$ cat src/rtl/fetch_pkg.sv
// Shared types and constants for the fetch-stage PC sequencer.
package fetch_pkg;

    localparam int XLEN = 32;
    localparam logic [XLEN-1:0] PC_INC = 32'd4;

    typedef enum logic [2:0] {
        IDLE,
        REQ,
        WAIT,
        DRAIN,
        FAULT
    } fetch_state_e;

    typedef enum logic [1:0] {
        NONE     = 2'd0,
        MISALIGN = 2'd1,
        TIMEOUT  = 2'd2
    } fault_cause_e;

endpackage

$ cat src/rtl/fetch_buffer.sv
// One-entry holding register for a fetched instruction and its PC.
module fetch_buffer
    import fetch_pkg::*;
(
    input  logic            clk,
    input  logic            rst,
    input  logic            clr,
    input  logic            load,
    input  logic [XLEN-1:0] load_pc,
    input  logic [XLEN-1:0] load_instr,
    input  logic            ready,
    output logic            valid,
    output logic [XLEN-1:0] pc,
    output logic [XLEN-1:0] instr,
    output logic            free
);

    // Free means the slot is empty by the end of this cycle, so a refill may overlap a consume.
    assign free = !valid || ready;

    always_ff @(posedge clk or posedge rst) begin
        if (rst) begin
            valid <= 1'b0;
            pc    <= '0;
            instr <= '0;
        end else if (clr) begin
            valid <= 1'b0;
        end else if (load) begin
            valid <= 1'b1;
            pc    <= load_pc;
            instr <= load_instr;
        end else if (ready) begin
            valid <= 1'b0;
        end
    end

endmodule

$ cat src/rtl/fetch_pc_ctrl.sv
// Fetch PC sequencer: one outstanding imem request, redirects, drain and fault handling.
// States: IDLE post-reset gap | REQ issue fetch | WAIT await response | DRAIN drop stale response | FAULT halted until trap
module fetch_pc_ctrl
    import fetch_pkg::*;
#(
    parameter logic [XLEN-1:0] BOOT_PC        = 32'h0000_0000,
    parameter int unsigned     TIMEOUT_CYCLES = 255
) (
    input  logic            clk,
    input  logic            rst,
    input  logic [XLEN-1:0] pc_i,
    output logic [XLEN-1:0] next_pc_o,
    output logic            pc_en_o,
    output logic            imem_req_valid_o,
    output logic [XLEN-1:0] imem_req_addr_o,
    input  logic            imem_req_ready_i,
    input  logic            imem_resp_valid_i,
    input  logic [XLEN-1:0] imem_resp_data_i,
    output logic            if_valid_o,
    output logic [XLEN-1:0] if_instr_o,
    output logic [XLEN-1:0] if_pc_o,
    input  logic            if_ready_i,
    input  logic            br_redirect_i,
    input  logic [XLEN-1:0] br_target_i,
    input  logic            trap_i,
    input  logic [XLEN-1:0] trap_target_i,
    output logic            flush_o,
    output logic            fetch_fault_o,
    output logic [1:0]      fault_cause_o
);

    localparam logic [8:0] TMO_LIMIT = 9'(TIMEOUT_CYCLES);

    fetch_state_e    state_q, state_d;
    fault_cause_e    cause_q, cause_d;
    logic [XLEN-1:0] req_pc_q;
    logic [7:0]      tmo_cnt_q, tmo_cnt_d;
    logic            mis_pend_q, mis_pend_d;
    logic            buf_free, buf_load;
    logic            accept, redirect, waiting, timed_out, tgt_mis;
    logic [XLEN-1:0] redirect_tgt;

    always_comb begin
        state_d    = state_q;
        cause_d    = cause_q;
        tmo_cnt_d  = tmo_cnt_q;
        mis_pend_d = mis_pend_q;

        waiting          = (state_q == WAIT) || (state_q == DRAIN);
        imem_req_valid_o = (state_q == REQ) && buf_free;
        imem_req_addr_o  = (state_q == REQ) ? pc_i : '0;
        accept           = imem_req_valid_o && imem_req_ready_i;

        redirect     = (state_q != IDLE) && (trap_i || (br_redirect_i && (state_q != FAULT)));
        redirect_tgt = trap_i ? trap_target_i : br_target_i;
        tgt_mis      = (redirect_tgt[1:0] != 2'b00);
        timed_out    = waiting && !imem_resp_valid_i && (TIMEOUT_CYCLES != 0)
                       && (({1'b0, tmo_cnt_q} + 9'd1) == TMO_LIMIT);
        buf_load     = (state_q == WAIT) && imem_resp_valid_i && !redirect;

        pc_en_o   = accept || redirect;
        flush_o   = redirect;
        next_pc_o = redirect ? redirect_tgt :
                    (state_q == IDLE) ? BOOT_PC : pc_i + PC_INC;

        if (redirect) begin
            // An escaped or in-flight request must be drained before the new target is fetched.
            tmo_cnt_d  = '0;
            mis_pend_d = tgt_mis;
            if (accept || (waiting && !imem_resp_valid_i)) begin
                state_d = DRAIN;
            end else if (tgt_mis) begin
                state_d = FAULT;
                cause_d = MISALIGN;
            end else begin
                state_d = REQ;
                cause_d = NONE;
            end
        end else begin
            case (state_q)
                IDLE: state_d = REQ;
                REQ: begin
                    if (accept) begin
                        state_d   = WAIT;
                        tmo_cnt_d = '0;
                    end
                end
                WAIT, DRAIN: begin
                    if (imem_resp_valid_i) begin
                        tmo_cnt_d = '0;
                        if ((state_q == DRAIN) && mis_pend_q) begin
                            state_d = FAULT;
                            cause_d = MISALIGN;
                        end else begin
                            state_d = REQ;
                        end
                    end else if (timed_out) begin
                        tmo_cnt_d = '0;
                        state_d   = FAULT;
                        cause_d   = TIMEOUT;
                    end else begin
                        tmo_cnt_d = tmo_cnt_q + 8'd1;
                    end
                end
                FAULT: state_d = FAULT;
                default: state_d = IDLE;
            endcase
        end
    end

    always_ff @(posedge clk or posedge rst) begin
        if (rst) begin
            state_q    <= IDLE;
            cause_q    <= NONE;
            req_pc_q   <= '0;
            tmo_cnt_q  <= '0;
            mis_pend_q <= 1'b0;
        end else begin
            state_q    <= state_d;
            cause_q    <= cause_d;
            tmo_cnt_q  <= tmo_cnt_d;
            mis_pend_q <= mis_pend_d;
            if (accept) begin
                req_pc_q <= pc_i;
            end
        end
    end

    assign fetch_fault_o = (state_q == FAULT);
    assign fault_cause_o = cause_q;

    fetch_buffer u_buf (
        .clk        (clk),
        .rst        (rst),
        .clr        (redirect),
        .load       (buf_load),
        .load_pc    (req_pc_q),
        .load_instr (imem_resp_data_i),
        .ready      (if_ready_i),
        .valid      (if_valid_o),
        .pc         (if_pc_o),
        .instr      (if_instr_o),
        .free       (buf_free)
    );

endmodule

$ cat config.mk
export PLATFORM = sky130hd
export DESIGN_NAME = fetch_pc_ctrl
export DESIGN_NICKNAME = d
export VERILOG_FILES = /design/src/rtl/fetch_pkg.sv /design/src/rtl/fetch_buffer.sv /design/src/rtl/fetch_pc_ctrl.sv
export SDC_FILE = /design/constraint.sdc
export NUM_CORES = 1
export LEC_CHECK = 0
export CAP_MARGIN = 25
export CORE_AREA = 2 2 140 170
export CTS_CLUSTER_SIZE = 10
export DETAILED_ROUTE_END_ITERATION = 8
export DIE_AREA = 0 0 142 172
export DONT_BUFFER_PORTS = 1
export PLACE_DENSITY_LB_ADDON = 0.08
export SETUP_SLACK_MARGIN = 0.2
export SKIP_LAST_GASP = 1
export SLEW_MARGIN = 20
export SYNTH_ARGS = -nofsm -noshare
export SYNTH_HDL_FRONTEND = slang
export SYNTH_SLANG_ARGS = --single-unit
$ cat constraint.sdc
create_clock -name clk -period 3.8 [get_ports clk]
set_clock_uncertainty 0.05 [all_clocks]
set_input_delay 0.57 -clock clk [delete_from_list [all_inputs] [get_ports clk]]
set_output_delay 0.57 -clock clk [all_outputs]
set_load 0.1 [all_outputs]
==> impl_metrics.ini, run 1 <==
[run_status]
outcome = finished, final reports clean

[routing]
drc = 0
routed_via_density = 5.09
ant_nets = 0
wl_per_cell_um = 20.7
dr_total_vias = 4736
drt_wl_total_um = 19300
first_iter_violations = 254
first_pass_iters = 4

[setup_path]
critPathArrivalTime_ns = 2.52
crit_slowest_cell = dfrtp_1
cp-end-kind = output pin
cp_top_family = buffers and inverters
crit_buf_inv = 2
cp-start-kind = flop
path_max_fanout = 27
cp.required_ns = 3.18
cpMostUsedCell = buf_4
cpPeakStageDelay_ns = 0.63
worstSetupPathType = flop to output pin
crit_chain = or3_1 > nand2_2 > buf_4 > o22ai_2 > buf_4

[cts]
cts_resized = 0
cts.hold.buffers_added = 0
cts_root_buf = clkbuf_16
clock_latency_ns = 0.35
cts_tree = yes
cts.sinks = 111
cts_buffers = 9
post-cts-setup-buffers = 0
htree_levels = 3
clk_pin_slew_ns = 0.08
clockBufferDepth = 2

[yosys]
synth_edf_count = 0
netlist-cell-type-count = 59
synth_seq_cells = 111
syn_avg_cell_area_um2 = 10.3
synthFlopType = dfrtp_1
syn_area_um2 = 6080
async_flop_share_pct = 100
seq_area_frac_synth_pct = 45.7
yosys_warnings = 0
postSynthCellCount = 592
syn-num-nets = 730

[finish]
finalNetCount = 781
antennaDiodeCount = 0
layout_commonest_cell = nand2_1
syn2layout_area_growth_pct = 26.0
layout-drive-gt1-share_pct = 27.9
mostFrequentLayoutCells = nand2_1 (116), dfrtp_1 (111), buf_4 (55)

[floorplanning]
core_um2 = 22800
die_w_um = 142
die_y_um = 172
rows = 61
die-area_um2 = 24400
initial_core_util_pct = 26.6
ios = 270

[grt]
grt-ovfl-total = 0
track_usage_pct = 15.5
antenna_found_initial = 0
grt_pass1_vias = 5006
grt_pass1_wl_um = 29000
grt_max_degree = 64

[sta]
fmax_ghz = 0.319
setup_viol = 0
tightest_slew_ns = 0.960
timing.final.crit_period_ns = 3.14
rsz0062_at_grt = no
fin_crit_sh_pct = 82.5
drv_slew = 0
final-hold-violation-count = 0
relSlewSlack_pct = 35.9
final.setup.tns_ns = 0

[placement]
dp_hpwl_um = 14200
numPortBuffers = 0
gp_congestion = 0.777

[worst_hold_path]
min_path_type = input pin to async pin

[flow_run]
drv_cap = 0
-- final timing paths --
kind,to,from,cells after the start,slack (ns)
worst max-delay path,next_pc_o[30],state_q[0]$_DFFE_PP0P_,5,0.66
worst min-delay path,tmo_cnt_q[5]$_DFFE_PP0P_,rst,1,0.13
worst max register to register,state_q[1]$_DFFE_PP0P_,state_q[0]$_DFFE_PP0P_,5,1.17
worst min register to register,req_pc_q[30]$_DFFE_PP0P_,req_pc_q[30]$_DFFE_PP0P_,2,0.42
max in group asynchronous,u_buf.instr[30]$_DFFE_PP0P_,rst,2,2.78
min in group clk,req_pc_q[4]$_DFFE_PP0P_,pc_i[4],2,0.26
-- routing by layer --
| layer | up-vias | wire (um) | global-route usage (%) | part of all wire [%] |
|---|---|---|---|---|
| met5 | - | 0 | 0 | 0 |
| met4 | 0 | 225 | 4.65 | 1.2 |
| met3 | 13 | 1460 | 4.46 | 7.6 |
| met2 | 208 | 9650 | 26.9 | 50 |
| met1 | 2318 | 7960 | 18.6 | 41 |
| li1 | 2197 | - | - | - |
-- final cells by class --
type                       count  area [um^2]
timing repair buffer          77          861
fill                        2296        15200
clock buffer                   9          225
tap                          283          354
inverter                      12         47.5
clock inverter                 7          105
multi-input combinational    432         3290
sequential                   111         2780
-- stage by stage --
stage | hold slack (ns) | instance area [um^2] | std cells | utilization [%] | setup slack [ns]
finish | 0.134 | 7660 | 931 | 33.6 | 0.664
global route | 0.186 | 7660 | 931 | 33.6 | 0.528
global placement | 0.404 | 7310 | 914 | 32.0 | 0.963
CTS | 0.149 | 7660 | 931 | 33.6 | 0.633
floorplan | 0.388 | 6080 | 592 | - | 0.0619
detailed placement | 0.408 | 7330 | 915 | 32.1 | 0.959
-- Yosys cell counts, types with 5 or more instances --
cell,number,area (um^2)
buf_2,17,85.1
o22ai_1,26,163
mux2_2,30,338
dfrtp_1,111,2780
and3_1,37,231
nor3_1,11,55.1
mux2i_1,34,340
nor4_1,6,37.5
clkbuf_1,18,67.6
nor2_1,12,45.0
nand2_1,117,439
nand3_1,16,80.1
mux2_1,34,383
xor2_1,9,78.8
inv_1,12,45.0
o21ai_0,13,65.1
xnor2_1,20,175
nand4_1,5,31.3
-- flip-flops by register name, summed over array words and instances (netlist names) --
| signal | flops |
|---|---|
| req_pc_q | 32 |
| u_buf.instr | 32 |
| u_buf.pc | 32 |
| tmo_cnt_q | 8 |
| state_q | 3 |
| fault_cause_o | 2 |
| mis_pend_q | 1 |
| u_buf.valid | 1 |
-- worst reg2reg max path: stages, from the launching register on --
cell	delay, ns
dfrtp_1	0.63
o21a_1	0.35
o21ai_4	0.47
inv_1	0.61
a21oi_1	0.27
o21ai_0	0.11
-- kinds of logic after synthesis --
family / synth area share [%]
and+or+nand+nor: 19.8
xor gates and xnor gates: 4.45
DFF: 45.7
AOI/OAI and AO/OA: 8.40
buffers and inverters: 3.62
adders and majority gates: 0.618
muxes: 17.5
Power of run 1 is left out: the tool's default activity adds up to more than one toggle a clock period on the data nets, which glitch-free logic cannot reach.
==> inputs of run 2 (changes only) <==
==> constraint.sdc (replaced) <==
create_clock -name clk -period 2.9 [get_ports clk]
set_clock_uncertainty 0.05 [all_clocks]
set_input_delay 0.435 -clock clk [delete_from_list [all_inputs] [get_ports clk]]
set_output_delay 0.435 -clock clk [all_outputs]
set_load 0.1 [all_outputs]
==> run 2 against run 1 <==
Against the previous run: critical endpoint is now next_pc_o[19]; highest routed layer unchanged; worst setup slack got worse by 0.33 ns; critical path depth unchanged; sequential share of layout area decreased by 0.96 points.
==> impl_metrics.ini, run 2 (synthesized netlist as in run 1, its figures left out) <==
[sta]
fin_crit_sh_pct = 88.4
setup_viol = 0
timing.hold.ws_ns = 0.000370
fmax_ghz = 0.390
relSlewSlack_pct = 36.6
final-hold-violation-count = 0
tightest_slew_ns = 0.952
drv_slew = 0
fin_ws_ns = 0.335
rsz0062_at_grt = no
timing.final.crit_period_ns = 2.56

[grt]
antenna_found_initial = 0
grt-ovfl-total = 0
grt_pass1_wl_um = 29300
track_usage_pct = 15.9
grt_pass1_vias = 4984
grt_max_degree = 56

[routing]
drc = 0
routed_via_density = 5.12
wl_per_cell_um = 20.8
drt_wl_total_um = 19600
first_iter_violations = 170
ant_nets = 0
first_pass_iters = 4
dr_total_vias = 4804

[placement]
gp_congestion = 0.788
dp_slack_ns = 0.401
numPortBuffers = 0
dp_hpwl_um = 14600
place_area_um2 = 7550

[setup_path]
cp_top_family = simple AND/OR/NAND/NOR gates
cp-end-kind = output pin
path_max_fanout = 21
r2r_start = state_q[2]$_DFFE_PP0P_
worstSetupPathType = flop to output pin
cp-startpoint = state_q[2]$_DFFE_PP0P_
cpMostUsedCell = buf_12
critPathArrivalTime_ns = 2.08
cp.required_ns = 2.41
cpPeakStageDelay_ns = 0.49
reg2reg_slack_ns = 0.61
cp-start-kind = flop
crit_slowest_cell = or3_1
crit_buf_inv = 2
crit_chain = or3_1 > o21ai_4 > buf_12 > o22ai_2 > buf_12

[finish]
antennaDiodeCount = 0
fin_area_um2 = 7870
fill_cells = 2258
reg.largest.list = req_pc_q (32), u_buf.instr (32), u_buf.pc (32)
layout_commonest_cell = nand2_1
final_core_util_pct = 34.5
mostFrequentLayoutCells = nand2_1 (116), dfrtp_1 (110), buf_4 (48)
layout-drive-gt1-share_pct = 29.3
syn2layout_area_growth_pct = 29.5
finalNetCount = 788

[worst_hold_path]
min_path_type = input pin to async pin

[cts]
cts.sinks = 111
cts_buffers = 9
clock_latency_ns = 0.35
clk_pin_slew_ns = 0.08
clockBufferDepth = 2
cts_tree = yes
htree_levels = 3
cts_root_buf = clkbuf_16

[floorplanning]
core_um2 = 22800
ios = 270
die-area_um2 = 24400
rows = 61
die_w_um = 142
die_y_um = 172
initial_core_util_pct = 26.6

[flow_run]
drv_cap = 0

[run_status]
outcome = finished, final reports clean
-- run 2: stage by stage --
stage / cells / TNS, ns
after global placement: 921 / 0
after CTS: 937 / 0
after global routing: 938 / 0
after detailed placement: 921 / 0
after floorplan: 592 / -2.46
final: 938 / 0
-- run 2: final timing paths --
path	to	cells after the start
max reg2reg	state_q[1]$_DFFE_PP0P_	5
max in group asynchronous	req_pc_q[2]$_DFFE_PP0P_	2
min reg2reg	req_pc_q[24]$_DFFE_PP0P_	2
min in group clk	req_pc_q[19]$_DFFE_PP0P_	2
min	tmo_cnt_q[6]$_DFFE_PP0P_	1
max	next_pc_o[19]	5
-- run 2: per-layer routing --
layer	global-route usage (%)	wire length [um]	up-vias
li1	-	-	2221
met1	18.6	7950	2356
met2	28.0	9840	217
met3	4.98	1550	10
met4	4.48	201	0
met5	0	0	-
-- run 2: area by class of cell --
| class | count | area [um^2] | share of cell area (%) |
|---|---|---|---|
| Clock inverter | 6 | 60.1 | 0.763 |
| Tap cell | 283 | 354 | 4.50 |
| Timing Repair Buffer | 84 | 1080 | 13.7 |
| Multi-Input combinational cell | 432 | 3310 | 42.0 |
| Clock buffer | 10 | 239 | 3.04 |
| Inverter | 12 | 52.6 | 0.668 |
| Sequential cell | 111 | 2780 | 35.3 |
-- run 2: what timing repair did --
item	CTS	global route
setup buffers	0	1
hold buffers	0	0
endpoints found under the setup margin	0	39
gates resized for setup	0	3
Power of run 2 is left out for the same reason.
